$ cat config.mk
export PLATFORM = sky130hd
export DESIGN_NAME = pwm_core
export DESIGN_NICKNAME = d
export VERILOG_FILES = /design/src/rtl/pwm_core.sv
export SDC_FILE = /design/constraint.sdc
export NUM_CORES = 1
export LEC_CHECK = 0
export BUFFER_PORTS_ARGS = -buffer_cell sky130_fd_sc_hd__buf_2
export CAP_MARGIN = 20
export CELL_PAD_IN_SITES_DETAIL_PLACEMENT = 2
export CELL_PAD_IN_SITES_GLOBAL_PLACEMENT = 2
export CORE_UTILIZATION = 40
export DETAILED_ROUTE_END_ITERATION = 12
export MAX_ROUTING_LAYER = met4
export PLACE_DENSITY = 0.84
export SYNTH_ARGS = -nofsm -noshare
export SYNTH_HDL_FRONTEND = slang
export SYNTH_SLANG_ARGS = --single-unit
export TNS_END_PERCENT = 20
$ cat constraint.sdc
create_clock -name ACLK -period 4.2 [get_ports ACLK]
set_input_delay 0.21 -clock ACLK [delete_from_list [all_inputs] [get_ports ACLK]]
set_output_delay 0.21 -clock ACLK [all_outputs]
set_load 0.02 [all_outputs]
$ cat src/rtl/pwm_core.sv
// -----------------------------------------------------------------------------
// pwm_core
// Timing engine of the pwm_generator peripheral. Takes decoded register values
// from the AXI4-Lite register file and produces a complementary PWM pair with
// dead-time insertion plus a one-cycle interrupt pulse at every period end.
// Register writes are double-buffered: they land in a staging set and are
// promoted to the active set only on a period boundary (or at once when idle).
//
// Ports:
//   ACLK          system clock, rising edge
//   ARESET        asynchronous active-high reset
//   cfg_enable    run request (level)
//   cfg_polarity  0: active-high outputs, 1: active-low outputs
//   cfg_period    terminal count, period = cfg_period + 1 cycles
//   cfg_duty      high-side on-time in cycles
//   cfg_deadtime  dead-time cycles inserted before either output turns on
//   cfg_load      one-cycle strobe capturing period/duty/deadtime/polarity
//   pwm_h, pwm_l  high-side / low-side outputs
//   period_irq    one-cycle pulse following each terminal count
//   sts_running   FSM is in RUN
//   sts_pending   staged values are waiting for a period boundary
// -----------------------------------------------------------------------------
module pwm_core #(
    parameter int CNT_WIDTH = 16,
    parameter int DT_WIDTH  = 8
) (
    input  logic                 ACLK,
    input  logic                 ARESET,
    input  logic                 cfg_enable,
    input  logic                 cfg_polarity,
    input  logic [CNT_WIDTH-1:0] cfg_period,
    input  logic [CNT_WIDTH-1:0] cfg_duty,
    input  logic [DT_WIDTH-1:0]  cfg_deadtime,
    input  logic                 cfg_load,
    output logic                 pwm_h,
    output logic                 pwm_l,
    output logic                 period_irq,
    output logic                 sts_running,
    output logic                 sts_pending
);

    typedef enum logic {IDLE, RUN} state_t;

    state_t                 state;
    state_t                 state_next;
    logic                   run_active;
    logic                   tc;
    logic                   raw_next;
    logic                   h_on;
    logic                   l_on;

    logic [CNT_WIDTH-1:0]   cnt;
    logic                   raw;
    logic [DT_WIDTH-1:0]    dt_cnt;
    logic                   pending;

    logic [CNT_WIDTH-1:0]   period_stg;
    logic [CNT_WIDTH-1:0]   duty_stg;
    logic [DT_WIDTH-1:0]    dt_stg;
    logic                   pol_stg;

    logic [CNT_WIDTH-1:0]   period_act;
    logic [CNT_WIDTH-1:0]   duty_act;
    logic [DT_WIDTH-1:0]    dt_act;
    logic                   pol_act;

    always_ff @(posedge ACLK or posedge ARESET) begin
        if (ARESET) begin
            state <= IDLE;
        end else begin
            state <= state_next;
        end
    end

    // run_active is only true in RUN while enable is still held, so dropping
    // enable stops the counter and forces outputs inactive on the very next edge.
    always_comb begin
        state_next = state;
        run_active = 1'b0;
        tc         = 1'b0;
        case (state)
            IDLE: begin
                if (cfg_enable) begin
                    state_next = RUN;
                end
            end
            RUN: begin
                run_active = cfg_enable;
                tc         = cfg_enable && (cnt == period_act);
                if (!cfg_enable) begin
                    state_next = IDLE;
                end
            end
            default: state_next = IDLE;
        endcase
    end

    // Period counter only wraps through the terminal count, so an all-ones
    // period still gives 2^CNT_WIDTH cycles without relying on overflow.
    always_ff @(posedge ACLK or posedge ARESET) begin
        if (ARESET) begin
            cnt        <= '0;
            period_irq <= 1'b0;
        end else begin
            period_irq <= tc;
            if (!run_active || tc) begin
                cnt <= '0;
            end else begin
                cnt <= cnt + CNT_WIDTH'(1);
            end
        end
    end

    // A load that coincides with the terminal count bypasses staging so the
    // new values govern the period that starts on the next cycle.
    always_ff @(posedge ACLK or posedge ARESET) begin
        if (ARESET) begin
            pending    <= 1'b0;
            period_stg <= '0;
            duty_stg   <= '0;
            dt_stg     <= '0;
            pol_stg    <= 1'b0;
            period_act <= '0;
            duty_act   <= '0;
            dt_act     <= '0;
            pol_act    <= 1'b0;
        end else if (cfg_load && tc) begin
            period_act <= cfg_period;
            duty_act   <= cfg_duty;
            dt_act     <= cfg_deadtime;
            pol_act    <= cfg_polarity;
            pending    <= 1'b0;
        end else begin
            if (pending && (tc || state == IDLE)) begin
                period_act <= period_stg;
                duty_act   <= duty_stg;
                dt_act     <= dt_stg;
                pol_act    <= pol_stg;
                pending    <= 1'b0;
            end
            if (cfg_load) begin
                period_stg <= cfg_period;
                duty_stg   <= cfg_duty;
                dt_stg     <= cfg_deadtime;
                pol_stg    <= cfg_polarity;
                pending    <= 1'b1;
            end
        end
    end

    assign raw_next = run_active && (cnt < duty_act);

    // dt_cnt holds how many cycles raw has kept its current value (saturating).
    // It is cleared while stopped so both sides observe the dead time on start.
    always_ff @(posedge ACLK or posedge ARESET) begin
        if (ARESET) begin
            raw    <= 1'b0;
            dt_cnt <= '0;
        end else begin
            raw <= raw_next;
            if (!run_active || (raw_next != raw)) begin
                dt_cnt <= '0;
            end else if (dt_cnt != '1) begin
                dt_cnt <= dt_cnt + DT_WIDTH'(1);
            end
        end
    end

    assign h_on = run_active &&  raw && (dt_cnt >= dt_act);
    assign l_on = run_active && !raw && (dt_cnt >= dt_act);

    always_ff @(posedge ACLK or posedge ARESET) begin
        if (ARESET) begin
            pwm_h <= 1'b0;
            pwm_l <= 1'b0;
        end else begin
            pwm_h <= h_on ^ pol_act;
            pwm_l <= l_on ^ pol_act;
        end
    end

    assign sts_running = (state == RUN);
    assign sts_pending = pending;

endmodule

## After elaboration in Yosys (flattened, before gate mapping)

Cells that the tools add are included.

| storage, ports and cells | value |
|---|---|
| register bits | 112 |
| latch bits | 0 |
| memory bits (writable) | 0 |
| memory bits (read-only) | 0 |
| input bits | 45 |
| word-level logic and storage cells | 61 |
| memories | 0 |

| cells by class | value |
|---|---|
| $add $sub $neg | 2 |
| multipliers | 0 |
| divide/modulo/power cells | 0 |
| $lt $le $gt $ge | 2 |
| eq/ne operators | 3 |
| shift operators | 0 |
| muxes and demuxes | 17 |
| bitwise logic cells | 4 |
| reductions and logical operators | 17 |

Operators with widths:

| operator | count |
|---|---|
| $mux 16 | 5 |
| $mux 8 | 4 |
| $add 16x1->16 const B | 1 |
| $eq 16x16->1 | 1 |
| $lt 16x16->1 | 1 |
| $add 8x1->8 const B | 1 |
| $ge 8x8->1 | 1 |
| $logic_and 1x1->1 | 8 |
| $mux 1 | 8 |
| $ne 8x8->1 const B | 1 |
| $reduce_bool 2->1 | 2 |
| $logic_or 1x1->1 | 3 |
| $reduce_bool 3->1 | 1 |
| $logic_not 1->1 | 2 |
| $not 1->1 | 2 |
| $reduce_and 2->1 | 1 |
| $xor 1x1->1 | 2 |
| $ne 1x1->1 | 1 |

## Depth between registers and ports, before layout

Gate-level depths: netlist of the first run.

| depth | value |
|---|---|
| depth after elaboration | 8 |
| mapped depth | 9 |
| depth with buffers taken out | 9 |

## Worst setup path after synthesis of the first run

No wires, ideal clock.

| timing | value |
|---|---|
| kind | register to register |
| from | register cnt[13] |
| to | register dt_cnt[6] |
| setup time | 0.139 ns |
| data arrival time | 2.088 ns |
| required time | 4.061 ns |
| setup slack | 1.973 ns |
| stages on the path, launching flop included | 9 |
| cell sequence | dfrtp_1 ha_1 a21o_1 a21o_1 a211oi_1 mux2i_1 a41o_1 nor2_1 nor3_1 |

| between the ends | value |
|---|---|
| word-level cells in the longest chain between the ends | 5 |

Ends and longest elaborated chain:

| item | line | RTL |
|---|---|---|
| from (decl) | 52 | `logic [CNT_WIDTH-1:0] cnt;` |
| from (signal assigned) | 109 | `cnt <= cnt + CNT_WIDTH'(1);` |
| $lt 16x16->1 * | 151 | `assign raw_next = run_active && (cnt < duty_act);` |
| $logic_and 1x1->1 * | 151 |  |
| $ne 1x1->1 * | 161 | `if (!run_active \|\| (raw_next != raw)) begin` |
| $logic_or 1x1->1 * | 161 |  |
| $mux 8 or $reduce_bool 2->1 (tied branches) | - |  |
| to (signal assigned) | 164 | `dt_cnt <= dt_cnt + DT_WIDTH'(1);` |
| to (decl) | 54 | `logic [DT_WIDTH-1:0] dt_cnt;` |

Every way passes the cells marked *; elsewhere a longest branch is shown, timed or not.
A chain may end at the register's enable or synchronous reset.

## Final worst setup path of the first run

| timing | value |
|---|---|
| from | register cnt[2] |
| to | register dt_act[5] |

| between the ends | value |
|---|---|
| word-level cells in the longest chain between the ends | 6 |

Ends and longest elaborated chain:

| item | line | RTL |
|---|---|---|
| $eq 16x16->1 * | 89 | `tc = cfg_enable && (cnt == period_act);` |
| $logic_and 1x1->1 * | 89 |  |
| $mux 1 * | 81 | `case (state)` |
| $logic_or 1x1->1 | 134 | `if (pending && (tc \|\| state == IDLE)) begin` |
| $logic_and 1x1->1 | 134 |  |
| $reduce_bool 2->1 (no source line) | - |  |
| to (signal assigned) | 130 | `dt_act <= cfg_deadtime;` |
| to (signal assigned) | 137 | `dt_act <= dt_stg;` |
| to (decl) | 64 | `logic [DT_WIDTH-1:0] dt_act;` |

Marks and branches as above.

==> summary.md, run 1 <==
| Metric | Value |
|---|---|
| Synth-to-Final Area Change | 12.97% |
| Status | finished clean |
| Tmin final | 2968 ps |
| Worst setup EP type | flop |
| I/O pin count | 50 |
| Unique masters post-synth | 39 |
| Pin count of the biggest net entering global routing | 84 |
| Max cap viols | 0 |
| Post-CTS Setup Repair Bufs | 0 |
| # setup viols final | 0 |
| Final Hold Fails | 0 |
| Initial antenna violation count | 0 |
| Vias in the first global route | 4639 |
| Crit path required time | 4460 ps |
| Setup crit start kind | flop |
| Psw | 0.6935 mW |
| Cts repair resizes | 0 |
| Relative slew slack | 38.69% |
| Total power draw | 2.586 mW |
| Clock Pin Slew Worst Setup and Hold Paths | 70 ps |
| Core area | 13880 sq um |
| M1 GR Usage | 26.43% |
| Vias per cell | 5.389 |
| First-pass GRT wire length | 24940 um |
| CP top delay family | compound AO/OA/AOI/OAI gates |
| Cell Area, Synth | 5710 sq um |
| Crit path max fanout | 46 |
| Die area | 14760 sq um |
| DIE HEIGHT | 121.5 um |
| # diodes | 0 |
| Final HPWL from detailed placement | 10780 um |
| CTS buffer count | 9 |
| Slowest cell on crit path | a21oi_4 |
| Worst VDD drop | 0.0002031 V |
| Comb pwr share | 14.7% |
| Fraction of layout cells with a size suffix above 1 | 21.44% |
| Clk sinks | 112 |
| Sw Share | 26.81% |
| TNS Setup | 0 ps |
| CP Data Arrival Time | 3230 ps |
| Pre-CTS setup slack | 1420 ps |
| Synthesis-stage register bit count | 112 |
| Global route hottest layer | met2 |
| Pwr Density | 400.9 nW/um^2 |
| Post-synthesis sequential area ratio | 49.08% |
| Highest clock rate | 337.0 MHz |
| Hold-fix buffers at CTS | 0 |
| Routed WL | 15560 um |
| Leak | 3.312 nW |
| Worst path max stage delay | 770 ps |
| Port Buf Inserts | 49 |
| DRT iter0 DRCs | 152 |
| Global-route met3 utilization | 2.773% |
| Die Width | 121.5 um |
| Worst path cell trace | xnor2_1 > nand4_1 > nor3_1 > nand2_1 > a21oi_4 > buf_12 > nor2_1 > a21oi_1 |
| ANT nets after route | 0 |
| Final Max Tran Viols | 0 |
| Routed length per instance | 21.17 um |
| Worst-Skew Late Latency | 360 ps |
| Cell Int Power | 1.893 mW |
| Worst Path Class, Setup | reg -> reg |
| Synth Instances | 502 |
| Clk buf depth | 2 |
| Drt first pass iters | 4 |
| Overall Global Routing Usage | 23.46% |
| Average size of a mapped cell | 11.38 sq um |
| Initial Util | 41.14% |
| Seq pwr share | 49.0% |
| Clock Power Share | 36.3% |
| Most common cell after layout, fill and taps aside | dfrtp_1 |
| Drt drc | 0 |
| Synth top area share | 49.08% |
| Syn. warnings | 0 |
| Fin Clk Skew | 6.568 ps |
| Post-synth top area cell | dfrtp_1 |
| Worst hold margin | 39.04 ps |
| DR vias | 3961 |
| GRT overflow | 0 |
| H-tree depth | 3 |
| CTS root buf | clkbuf_16 |
| Tcrit/Tclk final | 70.66% |
| Syn_nets | 572 |
| Hold/Removal Path Class | in -> reg |
| RSZ-0062 raised after global routing | no |
| Met2 Usage GRT | 41.02% |
| Row cnt | 43 |
| RePlAce Congestion | 0.8286 |
| Buf/Inv on CP | 1 |
| Area contributors post-synth | dfrtp_1, mux2_4, mux2i_1 |
| Slew @ Worst Pin | 917.6 ps |
| CTS tree | built |
| Final worst slack | 1232 ps |
| Commonest non-fill, non-tap cells in the layout | dfrtp_1, nor2_1, a21oi_1, buf_2, mux2i_1 |
| Total Nets Final | 620 |
-- worst paths after layout --
kind                       slack (ps)             startpoint                         end  cells past startpoint
max in group asynchronous        3240                 ARESET       dt_act[6]$_DFFE_PP0P_                      4
hold / removal                     40             cfg_enable       sts_running$_DFF_PP0_                      1
setup / recovery                 1230       cnt[2]$_DFF_PP0_       dt_act[5]$_DFFE_PP0P_                      8
min in group asynchronous         300                 ARESET  period_act[10]$_DFFE_PP0P_                      3
setup reg to reg                 1230       cnt[2]$_DFF_PP0_       dt_act[5]$_DFFE_PP0P_                      8
hold reg to reg                   510  dt_stg[2]$_DFFE_PP0P_       dt_act[2]$_DFFE_PP0P_                      2
-- kinds of logic after synthesis --
kind of cell	synth area share, %
and+or+nand+nor	10.47
DFF	49.08
muxes	17.66
AOI/OAI and AO/OA	7.099
buffers and inverters	4.689
xor gates and xnor gates	5.521
adders and majority gates	5.478
-- state kept, by name, summed over array words and instances (netlist names) --
name         count
cnt             16
duty_act        16
duty_stg        16
period_act      16
period_stg      16
dt_act           8
dt_cnt           8
dt_stg           8
period_irq       1
pol_act          1
pol_stg          1
pwm_h            1
pwm_l            1
raw              1
sts_pending      1
sts_running      1
-- cell type report --
| cell class | instances | area [sq um] |
|---|---|---|
| Fill cell | 1417 | 7430 |
| Sequential cell | 112 | 2803 |
| Multi-Input combinational cell | 341 | 2656 |
| Timing Repair Buffer | 56 | 332.8 |
| Clock buffer | 14 | 284.0 |
| Tap cell | 180 | 225.2 |
| Inverter | 30 | 115.1 |
| Clock inverter | 2 | 35.03 |
-- power groups by stage --
stage	clock (mW)	sequential (mW)	combinational [mW]
6_report	0.938	1.27	0.380
3_3_place_gp	0	1.28	0.342
5_1_grt	0.985	1.28	0.420
3_5_place_dp	0	1.29	0.376
4_1_cts	0.952	1.27	0.385
2_1_floorplan	0	1.26	0.266
-- per-layer routing --
metal | vias to the layer above | wire length (um)
met5 | - | 0
met4 | 0 | 476
met3 | 30 | 290
met2 | 55 | 8193
met1 | 2059 | 6598
li1 | 1817 | -
-- metrics by stage --
| step | cell area (sq um) | util [%] | std cells |
|---|---|---|---|
| after floorplan | 5710 | - | 502 |
| final | 6451 | 46.48 | 735 |
| after global placement | 6095 | 43.91 | 717 |
| after detailed placement | 6095 | 43.91 | 717 |
| after CTS | 6414 | 46.21 | 733 |
| after global routing | 6451 | 46.48 | 735 |
-- synthesized netlist by cell type, drive strengths merged --
| cell type | count |
|---|---|
| nand2 | 15 |
| a41o | 1 |
| o21ai | 3 |
| nand3b | 1 |
| mux2 | 41 |
| a31o | 1 |
| and4 | 1 |
| ha | 25 |
| nand3 | 14 |
| nor3 | 4 |
| nor2b | 3 |
| buf | 12 |
| a21o | 6 |
| or2 | 1 |
| clkbuf | 7 |
| a31oi | 2 |
| a211oi | 4 |
| and4b | 1 |
| mux2i | 40 |
| dfrtp | 112 |
| o221ai | 3 |
| and2 | 2 |
| a21oi | 50 |
| xor2 | 14 |
| inv | 30 |
| or4 | 1 |
| nor2 | 68 |
| and3 | 6 |
| xnor2 | 22 |
| nand4 | 9 |
| nand2b | 2 |
| o21a | 1 |
Note: power is estimated with default switching activity, not from simulation.
==> run 2, diff against run 1 <==
--- a/config.mk
+++ b/config.mk
@@ -5,14 +5,15 @@
 export SDC_FILE = /design/constraint.sdc
 export NUM_CORES = 1
 export LEC_CHECK = 0
+export ABC_AREA = 1
 export BUFFER_PORTS_ARGS = -buffer_cell sky130_fd_sc_hd__buf_2
 export CAP_MARGIN = 20
 export CELL_PAD_IN_SITES_DETAIL_PLACEMENT = 2
 export CELL_PAD_IN_SITES_GLOBAL_PLACEMENT = 2
-export CORE_UTILIZATION = 40
+export CORE_UTILIZATION = 32
 export DETAILED_ROUTE_END_ITERATION = 12
 export MAX_ROUTING_LAYER = met4
-export PLACE_DENSITY = 0.84
+export PLACE_DENSITY = 0.82
 export SYNTH_ARGS = -nofsm -noshare
 export SYNTH_HDL_FRONTEND = slang
 export SYNTH_SLANG_ARGS = --single-unit
==> constraint.sdc (replaced) <==
create_clock -name ACLK -period 2.5 [get_ports ACLK]
set_input_delay 0.125 -clock ACLK [delete_from_list [all_inputs] [get_ports ACLK]]
set_output_delay 0.125 -clock ACLK [all_outputs]
set_load 0.02 [all_outputs]
==> run 2 against run 1 <==
Net effect:
- flip-flop and latch count unchanged
- via count up 45%
- die area up 38%
- core utilization down 9.4 points
- power up 70%
- first-iteration DRC count up 47%
- critical endpoint is now duty_act[15]$_DFFE_PP0P_
==> summary.md, run 2 <==
| Metric | Value |
|---|---|
| Fin cells | 1169 |
| Initial antenna violation count | 0 |
| Pin count of the biggest net entering global routing | 67 |
| Worst reg2reg path startpoint | cnt[7]$_DFF_PP0_ |
| First-pass GRT wire length | 32810 um |
| DR vias | 5751 |
| Fraction of layout cells with a size suffix above 1 | 11.06% |
| Final HPWL from detailed placement | 14540 um |
| TNS Setup | 0 ps |
| Tmin final | 2277 ps |
| Hold/Removal Path Class | in -> reg |
| Status | finished clean |
| Post-synth top area cell | dfrtp_1 |
| Average size of a mapped cell | 7.422 sq um |
| Worst setup EP type | flop |
| Synth cell count leaders | nand2_1, inv_1, dfrtp_1 |
| Initial Util | 32.65% |
| GRT overflow | 0 |
| Row cnt | 51 |
| CTS root buf | clkbuf_16 |
| Crit path max fanout | 38 |
| Clk buf depth | 2 |
| Share of synthesized flip-flops with an asynchronous set or reset | 100.0% |
| Final Max Tran Viols | 0 |
| H-tree depth | 3 |
| Post-synthesis sequential area ratio | 44.11% |
| Drt first pass iters | 4 |
| Vias in the first global route | 6309 |
| Crit path required time | 2760 ps |
| CP Data Arrival Time | 2530 ps |
| Drt drc | 0 |
| RePlAce Congestion | 0.8112 |
| Hold Startpoint | cfg_duty[11] |
| Max cap viols | 0 |
| DRT iter0 DRCs | 223 |
| Setup crit start kind | flop |
| RSZ-0062 raised after global routing | no |
| Synth Instances | 856 |
| CTS tree | built |
| Routed WL | 20010 um |
| Cell Area, Synth | 6354 sq um |
| Tcrit/Tclk final | 91.06% |
| DIE HEIGHT | 142.9 um |
| Worst VDD drop | 0.0003380 V |
| Leak | 3.856 nW |
| Worst-Skew Late Latency | 380 ps |
| Port Buf Inserts | 49 |
| Total Nets Final | 969 |
| Die Width | 142.9 um |
| Syn. warnings | 0 |
| Vias per cell | 4.920 |
| Relative slew slack | 58.49% |
| Core area | 19460 sq um |
| Unique masters post-synth | 33 |
| Synthesis-stage register bit count | 112 |
| Die area | 20420 sq um |
| Fillers | 2324 |
| Highest clock rate | 439.3 MHz |
| Fin Clk Skew | 8.435 ps |
| Post-synth EDFFs | 0 |
| Top-count cell post-synth | nand2_1 |
| Syn_nets | 926 |
| Overall Global Routing Usage | 21.62% |
| # diodes | 0 |
| Synth top area share | 44.11% |
| Worst Path Class, Setup | reg -> reg |
| I/O pin count | 50 |
| CP startpoint | cnt[7]$_DFF_PP0_ |
| Synth Flop Type | dfrtp_1 |
| Final Hold Fails | 0 |
| Post-CTS Setup Repair Bufs | 0 |
| Synth-to-Final Area Change | 13.51% |
| Routed length per instance | 17.12 um |
| Clk sinks | 112 |
| DP Cell Count | 1150 |
| Pwr Density | 611.2 nW/um^2 |
| Clock Pin Slew Worst Setup and Hold Paths | 80 ps |
| Area contributors post-synth | dfrtp_1, nand2_1, inv_1 |
| # setup viols final | 0 |
| ANT nets after route | 0 |
| Slew @ Worst Pin | 621.3 ps |
| Most common cell after layout, fill and taps aside | nand2_1 |
| CTS buffer count | 9 |
| Commonest non-fill, non-tap cells in the layout | nand2_1, inv_1, dfrtp_1 |
[run 2: cell count changes in the layout (fill, tap and decap cells not counted), sizes merged, moves of 8 or more]
cell and delta:
xor2 -8, a21oi -34, nand3 +56, o21ai +45
buf +10, inv +126, mux2 -40, mux2i -40
nand2 +246, nor2 -22, nand4 +40, xnor2 -19
[run 2: timing repair]
item                                   4_1_cts  5_1_grt
hold buffers                                 2        0
gates resized for setup                      0        4
setup endpoints to repair                    0       69
endpoints found under the hold margin       25        0
[run 2: cell type report]
cell class	count	area [sq um]	share of cell area, %
flip-flops and latches	112	2804	38.88
well taps	265	331.6	4.597
clock buffers	10	229.0	3.175
multi-input cells	553	2756	38.22
inverters	155	588.1	8.154
clock inverters	6	55.05	0.7634
repair buffers	68	447.9	6.211
[run 2: worst max-delay path: stages, from the launching register on]
cell and delay (ps):
dfrtp_2 480, inv_2 90, nand2_1 110, nand2_1 90
nor2_1 110, nand2_1 70, nor2_1 160, nand2_1 110
nor2_2 120, buf_4 400, nand4_1 200, nand3_1 130
nand2_1 70
[run 2: routing by layer]
metal	part of all wire, %	GRT usage, %	wire (um)	vias to the layer above
met2	49	36.20	9901	65
met3	1.8	1.777	367	21
met4	1.9	7.697	381	0
li1	-	-	-	2781
met5	0	-	0	-
met1	47	27.31	9362	2884
[run 2: cell families after synthesis]
family                   count (synthesis)  synth area share (%)
AND/OR/NAND/NOR                        448                 31.17
XOR/XNOR                                 9                 1.241
buffers and inverters                  191                 12.58
adder cells (fa/ha/maj)                 25                 4.923
AO/OA/AOI/OAI                           70                 5.790
multiplexers                             1                0.1772
flip-flops                             112                 44.11
[run 2: metrics by stage]
step           power (mW)  worst slack (ps)  utilization, %  instance area (sq um)  hold slack, ps
2_1_floorplan       2.664             722.9               -                   6357           156.4
3_3_place_gp        2.892             242.6           35.32                   6874           231.0
3_5_place_dp        2.956             155.9           35.32                   6874           246.2
4_1_cts             4.452             59.73           36.88                   7178           16.14
5_1_grt             4.646             12.62           37.06                   7212           32.84
6_report            4.408             223.5           37.06                   7212           20.09
[run 2: report_power, final]
part / internal [mW] / leakage (nW) / switching, mW
clock network: 0.696 / 0.136 / 0.785
logic: 0.273 / 2.30 / 0.523
registers: 1.99 / 1.42 / 0.142
[run 2: final timing paths]
| kind | depth (start not counted) | slack, ps | endpoint |
|---|---|---|---|
| min in group asynchronous | 3 | 370 | period_stg[11]$_DFFE_PP0P_ |
| max in group asynchronous | 4 | 1350 | cnt[7]$_DFF_PP0_ |
| max | 12 | 220 | duty_act[15]$_DFFE_PP0P_ |
| max reg2reg | 12 | 220 | duty_act[15]$_DFFE_PP0P_ |
| min | 3 | 20 | duty_stg[11]$_DFFE_PP0P_ |
| min reg2reg | 2 | 490 | duty_stg[3]$_DFFE_PP0P_ |
==> run 3, diff against run 2 <==
--- a/config.mk
+++ b/config.mk
@@ -10,10 +10,13 @@
 export CAP_MARGIN = 20
 export CELL_PAD_IN_SITES_DETAIL_PLACEMENT = 2
 export CELL_PAD_IN_SITES_GLOBAL_PLACEMENT = 2
+export CORE_MARGIN = 2
 export CORE_UTILIZATION = 32
+export CTS_CLUSTER_DIAMETER = 50
 export DETAILED_ROUTE_END_ITERATION = 12
 export MAX_ROUTING_LAYER = met4
 export PLACE_DENSITY = 0.82
+export RECOVER_POWER = 25
 export SYNTH_ARGS = -nofsm -noshare
 export SYNTH_HDL_FRONTEND = slang
 export SYNTH_SLANG_ARGS = --single-unit
==> run 3 against run 2 <==
Net effect:
- critical path depth did not move
- power fell by 1.7%
- hold slack worse by 1.3 ps
- highest routed layer unchanged
==> summary.md, run 3 (synthesis results as in run 2) <==
| Metric | Value |
|---|---|
| Die area | 21000 sq um |
| Tmin final | 2324 ps |
| Setup crit start kind | primary input |
| # diodes | 0 |
| RSZ-0062 raised after global routing | no |
| Commonest non-fill, non-tap cells in the layout | nand2_1, inv_1, dfrtp_1 |
| DR vias | 5744 |
| Clk sinks | 112 |
| CP Data Arrival Time | 2570 ps |
| Routed length per instance | 16.85 um |
| Post-CTS Setup Repair Bufs | 0 |
| Crit path max fanout | 38 |
| Die Width | 144.9 um |
| Worst Path Class, Setup | in -> reg |
| Clock Pin Slew Worst Setup and Hold Paths | 80 ps |
| CTS root buf | clkbuf_16 |
| Core area | 19460 sq um |
| Psw | 1.393 mW |
| RePlAce Congestion | 0.8519 |
| Total Nets Final | 967 |
| Synth-to-Final Area Change | 12.98% |
| Cell Int Power | 2.942 mW |
| Pin count of the biggest net entering global routing | 53 |
| Drt first pass iters | 4 |
| Pwr Density | 603.9 nW/um^2 |
| I/O pin count | 50 |
| Max cap viols | 0 |
| Final HPWL from detailed placement | 14360 um |
| DRT iter0 DRCs | 201 |
| Comb pwr share | 18.3% |
| CTS buffer count | 9 |
| First-pass GRT wire length | 32970 um |
| Final Max Tran Viols | 0 |
| Hold/Removal Path Class | in -> reg |
| DIE HEIGHT | 144.9 um |
| Slew @ Worst Pin | 1310 ps |
| Seq pwr share | 49.2% |
| Relative slew slack | 12.20% |
| Status | finished clean |
| Port Buf Inserts | 49 |
| Clock Power Share | 32.5% |
| Drt drc | 0 |
| Crit path required time | 2740 ps |
| Highest clock rate | 430.3 MHz |
| H-tree depth | 3 |
| Initial antenna violation count | 0 |
| Worst setup EP type | flop |
| Fin cells | 1166 |
| Fin Clk Skew | 8.876 ps |
| TNS Setup | 0 ps |
| Routed WL | 19650 um |
| Overall Global Routing Usage | 19.98% |
| Vias in the first global route | 6325 |
| # setup viols final | 0 |
| Worst VDD drop | 0.0003112 V |
| Leak | 3.821 nW |
| Fraction of layout cells with a size suffix above 1 | 10.10% |
| GRT overflow | 0 |
| Worst-Skew Late Latency | 360 ps |
| Most common cell after layout, fill and taps aside | nand2_1 |
| Clk buf depth | 2 |
| Initial Util | 32.65% |
| Sw Share | 32.14% |
| DP Cell Count | 1149 |
| Row cnt | 51 |
| Tcrit/Tclk final | 92.95% |
| Final Hold Fails | 0 |
| Vias per cell | 4.926 |
| CTS tree | built |
| ANT nets after route | 0 |
| Worst hold margin | 18.82 ps |
| Fillers | 2324 |
==> run 3: changes by cell type in the layout (fill, tap and decap cells not counted), moves of 2 or more <==
cell	delta
clkbuf_1	+5
inv_6	-2
buf_12	+2
buf_2	-5
buf_4	-5
==> run 3: power groups by stage <==
stage          combinational (mW)  clock [mW]  sequential, mW
2_1_floorplan               0.546           0            2.12
3_3_place_gp                0.745           0            2.16
3_5_place_dp                0.796           0            2.16
4_1_cts                     0.816        1.46            2.13
5_1_grt                     0.919        1.53            2.16
6_report                    0.795        1.41            2.13
==> run 3: repair_timing <==
| action | in CTS | in global routing |
|---|---|---|
| endpoints found under the setup margin | 0 | 41 |
| resized for setup | 0 | 3 |
| hold endpoints to repair | 25 | 0 |
| hold buffers | 2 | 0 |
==> run 3: layer usage <==
layer  track usage (%)  vias to the layer above  part of all wire (%)
met5                 -                        -                     0
met4             5.495                        0                   1.6
met3             2.453                       18                   2.0
met2             34.33                       62                    51
met1             24.89                     2885                    46
li1                  -                     2779                     -
==> run 3: area by class of cell <==
| cell class | instances | area (sq um) | area share (%) |
|---|---|---|---|
| Sequential cell | 112 | 2803 | 39.04 |
| Inverter | 155 | 585.6 | 8.158 |
| Clock inverter | 5 | 42.54 | 0.5926 |
| Multi-Input combinational cell | 553 | 2751 | 38.33 |
| Tap cell | 265 | 331.6 | 4.619 |
| Timing Repair Buffer | 66 | 435.4 | 6.066 |
| Clock buffer | 10 | 229.0 | 3.190 |
==> run 3: per-stage QoR <==
stage / total power, mW / setup WS, ps / utilization [%] / instance area (sq um)
2_1_floorplan: 2.664 / 722.9 / - / 6357
5_1_grt: 4.608 / 2.086 / 36.88 / 7178
3_3_place_gp: 2.903 / 304.2 / 35.47 / 6904
4_1_cts: 4.404 / 31.75 / 36.97 / 7196
6_report: 4.335 / 176.2 / 36.88 / 7178
3_5_place_dp: 2.960 / 165.7 / 35.47 / 6904
==> run 3: worst paths after layout <==
kind                                        from                    endpoint  slack [ps]  depth (start not counted)
max in group asynchronous                 ARESET       dt_stg[6]$_DFFE_PP0P_         530                          4
max reg2reg                     cnt[1]$_DFF_PP0_       dt_act[4]$_DFFE_PP0P_         220                         13
min reg2reg                dt_stg[2]$_DFFE_PP0P_       dt_stg[2]$_DFFE_PP0P_         480                          2
min in group asynchronous                 ARESET  period_stg[13]$_DFFE_PP0P_         560                          3
max                                   cfg_enable       dt_act[4]$_DFFE_PP0P_         180                         12
min                              cfg_deadtime[1]       dt_act[1]$_DFFE_PP0P_          20                          3
==> run 3: worst max-delay path, stage by stage <==
cell and delay [ps]:
dlygate4sd3_1 520, clkbuf_1 270, a21boi_1 240, nand3_1 150
nor2_1 260, nand3_2 160, nand2_1 130, nand2_2 110
nand2_2 150, inv_4 190, nand2_1 160, nand2_1 90
